==> config.mk <==
export PLATFORM = sky130hd
export DESIGN_NAME = pc_sequencer_flat
export DESIGN_NICKNAME = d
export VERILOG_FILES = /design/src/rtl/pc_seq_if.sv /design/src/rtl/pc_sequencer.sv /design/src/flat_wrapper.sv
export SDC_FILE = /design/constraint.sdc
export NUM_CORES = 1
export LEC_CHECK = 0
export BUFFER_PORTS_ARGS = -buffer_cell sky130_fd_sc_hd__buf_4
export CORE_MARGIN = 4
export CORE_UTILIZATION = 52
export CTS_CLUSTER_SIZE = 14
export DETAILED_ROUTE_END_ITERATION = 10
export PLACE_DENSITY_LB_ADDON = 0.1
export SETUP_SLACK_MARGIN = 0.02
export SLEW_MARGIN = 30
export SYNTH_ARGS = -nofsm -noshare
export SYNTH_HDL_FRONTEND = slang
export SYNTH_SLANG_ARGS = --single-unit
==> constraint.sdc <==
create_clock -name clk -period 8.3 [get_ports clk]
set_input_delay 1.66 -clock clk [delete_from_list [all_inputs] [get_ports clk]]
set_output_delay 1.66 -clock clk [all_outputs]
set_load 0.02 [all_outputs]
==> src/rtl/pc_seq_if.sv <==
// ---------------------------------------------------------------------------
// pc_seq_if -- bundle between the core datapath and the next-PC sequencer.
//
// Handshake: there is no valid/ready pair on this interface. Every signal is
// a plain level that is sampled each cycle. The master (the core) drives the
// current PC and the control-flow requests. The slave (pc_sequencer) drives
// the next PC combinationally and reports its registered status.
//
// Signals (master -> slave):
//   pc, stall, branch_taken, branch_target, jump, call, jump_target,
//   ret, halt, irq, mret
// Signals (slave -> master):
//   pc_next, halted, in_trap, epc, ras_err
// ---------------------------------------------------------------------------
interface pc_seq_if #(
    parameter int BUS_WIDTH = 16
);
    logic [BUS_WIDTH-1:0] pc;
    logic                 stall;
    logic                 branch_taken;
    logic [BUS_WIDTH-1:0] branch_target;
    logic                 jump;
    logic                 call;
    logic [BUS_WIDTH-1:0] jump_target;
    logic                 ret;
    logic                 halt;
    logic                 irq;
    logic                 mret;

    logic [BUS_WIDTH-1:0] pc_next;
    logic                 halted;
    logic                 in_trap;
    logic [BUS_WIDTH-1:0] epc;
    logic                 ras_err;

    modport master (
        output pc, stall, branch_taken, branch_target, jump, call,
               jump_target, ret, halt, irq, mret,
        input  pc_next, halted, in_trap, epc, ras_err
    );

    modport slave (
        input  pc, stall, branch_taken, branch_target, jump, call,
               jump_target, ret, halt, irq, mret,
        output pc_next, halted, in_trap, epc, ras_err
    );
endinterface

==> src/rtl/pc_sequencer.sv <==
// ---------------------------------------------------------------------------
// pc_sequencer -- next-PC controller for the 16-bit single-cycle core.
//
// Chooses each cycle between sequential fetch, branch, jump/call, return,
// interrupt entry and interrupt return. Keeps a circular return-address
// stack, the exception PC and a BOOT/RUN/HALTED state machine. The PC
// register itself has no reset, so it is initialised only via pc_next.
//
// Ports:
//   clk      in   rising-edge clock (shared with the PC register)
//   rst      in   synchronous active-high reset
//   bus      slave modport of pc_seq_if (PC, control requests, pc_next,
//                 halted, in_trap, epc, ras_err)
//   state_o  out  debug view of the FSM state (0 BOOT, 1 RUN, 2 HALTED)
//
// Configuration macro: PC_SEQ_IRQ_EN
//   defined   -> irq/mret/epc/in_trap active, irq wakes HALTED
//   undefined -> irq ignored, mret is a plain pc+1, epc/in_trap stay 0
// ---------------------------------------------------------------------------
module pc_sequencer #(
    parameter int                   BUS_WIDTH    = 16,
    parameter logic [BUS_WIDTH-1:0] RESET_VECTOR = '0,
    parameter logic [BUS_WIDTH-1:0] TRAP_VECTOR  = BUS_WIDTH'(16'h0010),
    parameter int                   RAS_DEPTH    = 4
) (
    input  logic         clk,
    input  logic         rst,
    pc_seq_if.slave      bus,
    output logic [1:0]   state_o
);

`ifdef PC_SEQ_IRQ_EN
    localparam bit IRQ_EN = 1'b1;
`else
    localparam bit IRQ_EN = 1'b0;
`endif

    localparam int            PW       = $clog2(RAS_DEPTH);
    localparam logic [PW:0]   RAS_FULL = (PW+1)'(RAS_DEPTH);

    typedef enum logic [1:0] {
        ST_BOOT   = 2'd0,
        ST_RUN    = 2'd1,
        ST_HALTED = 2'd2
    } state_e;

    state_e               state_q, state_d;
    logic                 halted_q;
    logic                 in_trap_q;
    logic [BUS_WIDTH-1:0] epc_q;
    logic                 ras_err_q, ras_err_d;

    // Return-address stack: top_q is the next free slot, cnt_q saturates at
    // RAS_DEPTH so a push when full silently overwrites the oldest entry.
    logic [BUS_WIDTH-1:0] ras_q [RAS_DEPTH];
    logic [PW-1:0]        top_q;
    logic [PW:0]          cnt_q;

    logic [BUS_WIDTH-1:0] pc_next;
    logic [BUS_WIDTH-1:0] pc_inc;
    logic [PW-1:0]        top_m1;
    logic                 take_irq;
    logic                 take_mret;
    logic                 do_push;
    logic                 do_pop;

    assign pc_inc = bus.pc + 1'b1;   // wraps modulo 2^BUS_WIDTH
    assign top_m1 = top_q - 1'b1;

    // Next-PC selection and action decode. Only one action is chosen, so
    // lower-priority requests in the same cycle have no side effects.
    always_comb begin
        pc_next   = pc_inc;
        state_d   = state_q;
        take_irq  = 1'b0;
        take_mret = 1'b0;
        do_push   = 1'b0;
        do_pop    = 1'b0;
        ras_err_d = 1'b0;
        if (rst || state_q == ST_BOOT) begin
            pc_next = RESET_VECTOR;
            state_d = ST_RUN;
        end else if (state_q == ST_HALTED) begin
            pc_next = bus.pc;
            if (IRQ_EN && bus.irq && !in_trap_q) begin
                pc_next  = TRAP_VECTOR;
                take_irq = 1'b1;
                state_d  = ST_RUN;
            end
        end else begin
            if (bus.stall) begin
                pc_next = bus.pc;
            end else if (IRQ_EN && bus.irq && !in_trap_q) begin
                pc_next  = TRAP_VECTOR;
                take_irq = 1'b1;
            end else if (bus.mret) begin
                if (IRQ_EN) begin
                    pc_next   = epc_q;
                    take_mret = 1'b1;
                end else begin
                    pc_next = pc_inc;
                end
            end else if (bus.jump) begin
                pc_next = bus.jump_target;
                if (bus.call) begin
                    do_push   = 1'b1;
                    ras_err_d = (cnt_q == RAS_FULL);
                end
            end else if (bus.ret) begin
                if (cnt_q == '0) begin
                    // Underflow: nothing sensible to return to, so trap.
                    pc_next   = TRAP_VECTOR;
                    ras_err_d = 1'b1;
                end else begin
                    pc_next = ras_q[top_m1];
                    do_pop  = 1'b1;
                end
            end else if (bus.branch_taken) begin
                pc_next = bus.branch_target;
            end else if (bus.halt) begin
                // Hold the halt instruction's PC so the core parks on it.
                pc_next = bus.pc;
                state_d = ST_HALTED;
            end
        end
    end

    always_ff @(posedge clk) begin
        if (rst) begin
            state_q   <= ST_BOOT;
            halted_q  <= 1'b0;
            in_trap_q <= 1'b0;
            epc_q     <= '0;
            ras_err_q <= 1'b0;
            top_q     <= '0;
            cnt_q     <= '0;
        end else begin
            state_q   <= state_d;
            halted_q  <= (state_d == ST_HALTED);
            ras_err_q <= ras_err_d;
            if (take_irq) begin
                epc_q     <= bus.pc;   // interrupted instruction re-executes
                in_trap_q <= 1'b1;
            end else if (take_mret) begin
                in_trap_q <= 1'b0;
            end
            if (do_push) begin
                ras_q[top_q] <= pc_inc;
                top_q        <= top_q + 1'b1;
                if (cnt_q != RAS_FULL) begin
                    cnt_q <= cnt_q + 1'b1;
                end
            end else if (do_pop) begin
                top_q <= top_m1;
                cnt_q <= cnt_q - 1'b1;
            end
        end
    end

    assign bus.pc_next = pc_next;
    assign bus.halted  = halted_q;
    assign bus.in_trap = in_trap_q;
    assign bus.epc     = epc_q;
    assign bus.ras_err = ras_err_q;
    assign state_o     = state_q;

endmodule

==> src/flat_wrapper.sv <==
// flat-port wrapper written by rule: the top's interface ports become plain ports
module pc_sequencer_flat 
#(
    parameter int                   BUS_WIDTH    = 16,
    parameter logic [BUS_WIDTH-1:0] RESET_VECTOR = '0,
    parameter logic [BUS_WIDTH-1:0] TRAP_VECTOR  = BUS_WIDTH'(16'h0010),
    parameter int                   RAS_DEPTH    = 4
)
  (clk, rst, state_o, bus_pc, bus_stall, bus_branch_taken, bus_branch_target, bus_jump, bus_call, bus_jump_target, bus_ret, bus_halt, bus_irq, bus_mret, bus_pc_next, bus_halted, bus_in_trap, bus_epc, bus_ras_err);
  pc_seq_if #(.BUS_WIDTH(BUS_WIDTH)) bus_i ();
  input  logic clk;
  input  logic rst;
  output logic [1:0] state_o;
  input wire logic [$bits(bus_i.pc)-1:0] bus_pc;
  input wire logic [$bits(bus_i.stall)-1:0] bus_stall;
  input wire logic [$bits(bus_i.branch_taken)-1:0] bus_branch_taken;
  input wire logic [$bits(bus_i.branch_target)-1:0] bus_branch_target;
  input wire logic [$bits(bus_i.jump)-1:0] bus_jump;
  input wire logic [$bits(bus_i.call)-1:0] bus_call;
  input wire logic [$bits(bus_i.jump_target)-1:0] bus_jump_target;
  input wire logic [$bits(bus_i.ret)-1:0] bus_ret;
  input wire logic [$bits(bus_i.halt)-1:0] bus_halt;
  input wire logic [$bits(bus_i.irq)-1:0] bus_irq;
  input wire logic [$bits(bus_i.mret)-1:0] bus_mret;
  output wire logic [$bits(bus_i.pc_next)-1:0] bus_pc_next;
  output wire logic [$bits(bus_i.halted)-1:0] bus_halted;
  output wire logic [$bits(bus_i.in_trap)-1:0] bus_in_trap;
  output wire logic [$bits(bus_i.epc)-1:0] bus_epc;
  output wire logic [$bits(bus_i.ras_err)-1:0] bus_ras_err;
  assign bus_i.pc = bus_pc;
  assign bus_i.stall = bus_stall;
  assign bus_i.branch_taken = bus_branch_taken;
  assign bus_i.branch_target = bus_branch_target;
  assign bus_i.jump = bus_jump;
  assign bus_i.call = bus_call;
  assign bus_i.jump_target = bus_jump_target;
  assign bus_i.ret = bus_ret;
  assign bus_i.halt = bus_halt;
  assign bus_i.irq = bus_irq;
  assign bus_i.mret = bus_mret;
  assign bus_pc_next = bus_i.pc_next;
  assign bus_halted = bus_i.halted;
  assign bus_in_trap = bus_i.in_trap;
  assign bus_epc = bus_i.epc;
  assign bus_ras_err = bus_i.ras_err;
  pc_sequencer #(.BUS_WIDTH(BUS_WIDTH), .RESET_VECTOR(RESET_VECTOR), .TRAP_VECTOR(TRAP_VECTOR), .RAS_DEPTH(RAS_DEPTH)) u_core (.clk(clk), .rst(rst), .bus(bus_i), .state_o(state_o));
endmodule
==> run_results.csv <==
group,metric,value,unit
place,placed_area,4850,um^2
detailed_routing,ant_nets,0,
grt,overflow,0,
clock_network,cts_max_level,3,
setup_path,rr_worst_depth,7,
yosys,synth-edff-count,64,
grt,antenna_found_initial,0,
detailed_routing,drt-vias-per-instance,6.14,
job,max_cap_violations,0,
grt,grt_max_degree,31,
floorplan,start_util,0.547,
timing,skew,8.12,ps
setup_path,crit_type,"input pin to primary output",
cells_and_area,drive_gt1_frac,0.259,
floorplan,core,7890,um^2
timing,drv_slew,0,
timing,finalHoldViolCount,0,
clock_network,clkLatencyLatePin,350,ps
floorplan,rows,32,
status,status,"complete, no violations",
cells_and_area,syn2layout_area_growth,18.7,%
timing,fmax,188,MHz
timing,rsz0062_at_grt,"no",
timing,fin_hold_ws,555,ps
yosys,ys_seq_elements,73,
detailed_routing,routed-via-count,3497,
clock_network,path_clk_slew,80,ps
timing,maxSlewHeadroom,0.377,
setup_path,cp_max_fo,28,
grt,grt_pass1_vias,3386,
yosys,synthFlopType,"edfxtp_1",
setup_path,end_kind,"primary output",
clock_network,cts_buffer_depth,2,
place,pre_cts_ws,3030,ps
grt,grt_pass1_wl,18200,um
grt,grt_use_total,0.241,
timing,postLayoutSetupSlackWorst,2980,ps
power_and_ir_drop,ir_drop,0.167,mV
place,dp_hpwl,7720,um
clock_network,cts_tree,"yes",
power_and_ir_drop,leakage,1.86,nW
detailed_routing,dr.pass1.iters,5,
hold_path,hold_class,"register to register",
place,routabilityCongestion,0.860,
setup_path,cp-start-kind,"input pin",
power_and_ir_drop,total_power,0.821,mW
yosys,synth_seq_area_share,0.487,
floorplan,die_h,99.1,um
place,dp_cells,550,
yosys,synth_warnings,0,
place,io_buffers,76,
timing,fin_tns_setup,0,ps
floorplan,dieArea,9820,um^2
timing,finalCritPeriodShare,0.641,
cells_and_area,diodes,0,
timing,tightestPinTransition,931,ps
yosys,avgSynthCellArea,10.8,um^2
clock_network,cts_root_buf,"clkbuf_8",
detailed_routing,drtIter0Drc,359,
detailed_routing,routed_wl,11600,um
clock_network,cts_resized,0,
clock_network,numCtsBuffers,9,
timing,setup_viol,0,
setup_path,cp.required,6640,ps
yosys,syn_inst,398,
yosys,yosysUniqueCellTypes,54,
cells_and_area,fin_util,0.649,
yosys,async_flop_share,0,
floorplan,die_x,99.1,um
setup_path,cp.arrival,3660,ps
detailed_routing,drc_errors,0,
timing,finalCriticalPeriod,5320,ps
clock_network,post_cts_buffers,0,
cells_and_area,layout.cells.non_filler,570,
clock_network,cts.sinks,73,
floorplan,ios,95,
cells_and_area,fin_area,5120,um^2
yosys,syn_area,4310,um^2
power_and_ir_drop,powerDensity,160,nW/um^2
cells_and_area,nets,527,
clock_network,cts_hold_buf,0,
hold_path,hold_depth,1,
detailed_routing,avgRoutedWirePerCell,20.3,um
==> cells in the final DEF (no fill, tap or decap), types with 4 or more instances in the layout <==
cell type  instances
a31oi_1           12
nand3_1            4
conb_1            17
and2_1             5
a221oi_1           7
clkbuf_8           9
nor3_1             7
buf_4             79
edfxtp_1          64
dfxtp_1            9
mux4_2            16
xnor2_1           12
nor4_1             6
nand2_1           29
buf_8              4
a21o_1             5
nand2b_1           6
nor4b_1            4
o22ai_1            8
o21ai_0           35
xor2_1             7
a21oi_1           20
inv_1             17
nand4_1            4
a22oi_1            5
mux2i_1            4
nor2_1            27
ha_1               5
==> state kept, by name, indices dropped and copies added (netlist names) <==
| name | cells |
|---|---|
| u_core.ras_q | 64 |
| u_core.cnt_q | 3 |
| u_core.state_o | 2 |
| u_core.top_q | 2 |
| u_core.bus.halted | 1 |
| u_core.bus.ras_err | 1 |
==> cells in the mapped netlist, types with 6 or more instances <==
cell	instances	area (um^2)
a221oi_1	7	61.3
o22ai_1	8	50.1
xnor2_1	12	105
inv_1	17	63.8
xor2_1	7	61.3
dfxtp_1	9	180
a21oi_1	20	100
edfxtp_1	64	1920
mux4_2	16	360
nor2_1	27	101
a31oi_1	12	75.1
nand2b_1	6	37.5
nor3_1	7	35.0
o21ai_0	35	175
nand2_1	29	109
nor4_1	6	37.5
buf_4	18	135
clkbuf_1	22	82.6
==> final timing paths <==
kind | startpoint | endpoint | slack, ps
max | bus_jump | bus_pc_next[10] | 2980
min | u_core.cnt_q[1]$_SDFFE_PP0P_ | u_core.bus.ras_err$_SDFF_PP0_ | 550
max reg2reg | u_core.state_o[0]$_SDFF_PP0_ | u_core.cnt_q[2]$_SDFFE_PP0P_ | 5900
min reg2reg | u_core.cnt_q[1]$_SDFFE_PP0P_ | u_core.bus.ras_err$_SDFF_PP0_ | 550
==> power breakdown <==
group,internal [mW],switching [mW]
sequential,0.401,0.00114
clock,0.167,0.131
combinational,0.0481,0.0724
==> cells by family (layout without fill, tap and decap cells) <==
kind of cell,count (synthesis),count (layout),synth area share
AO/OA/AOI/OAI,110,110,0.161
AND/OR/NAND/NOR,106,106,0.126
flip-flops,73,73,0.487
buffers and inverters,62,116,0.0711
multiplexers,21,21,0.0954
XOR/XNOR,19,19,0.0386
adder cells (fa/ha/maj),6,6,0.0191
other,1,17,0.000869
==> routing by layer <==
metal / wire length, um / GRT usage / vias to the layer above
li1: - / - / 1595
met1: 4780 / 0.333 / 1672
met2: 5540 / 0.374 / 214
met3: 1100 / 0.0559 / 16
met4: 171 / 0.0882 / 0
met5: 0 / 0 / -
==> layout make-up <==
| type | count | area (um^2) |
|---|---|---|
| repair buffers | 83 | 653 |
| fillers | 660 | 2770 |
| clock buffers | 10 | 128 |
| clock inverters | 6 | 82.6 |
| inverters | 17 | 63.8 |
| multi-input cells | 279 | 1970 |
| well taps | 102 | 128 |
| flip-flops and latches | 73 | 2100 |
==> critical path, cell delays in order <==
cell and delay (ps):
buf_4 230, or2_1 410, nor2_1 580, nand2_1 110
a31o_2 260, a31oi_1 220, buf_4 180
(Power assumes the default switching activity.)
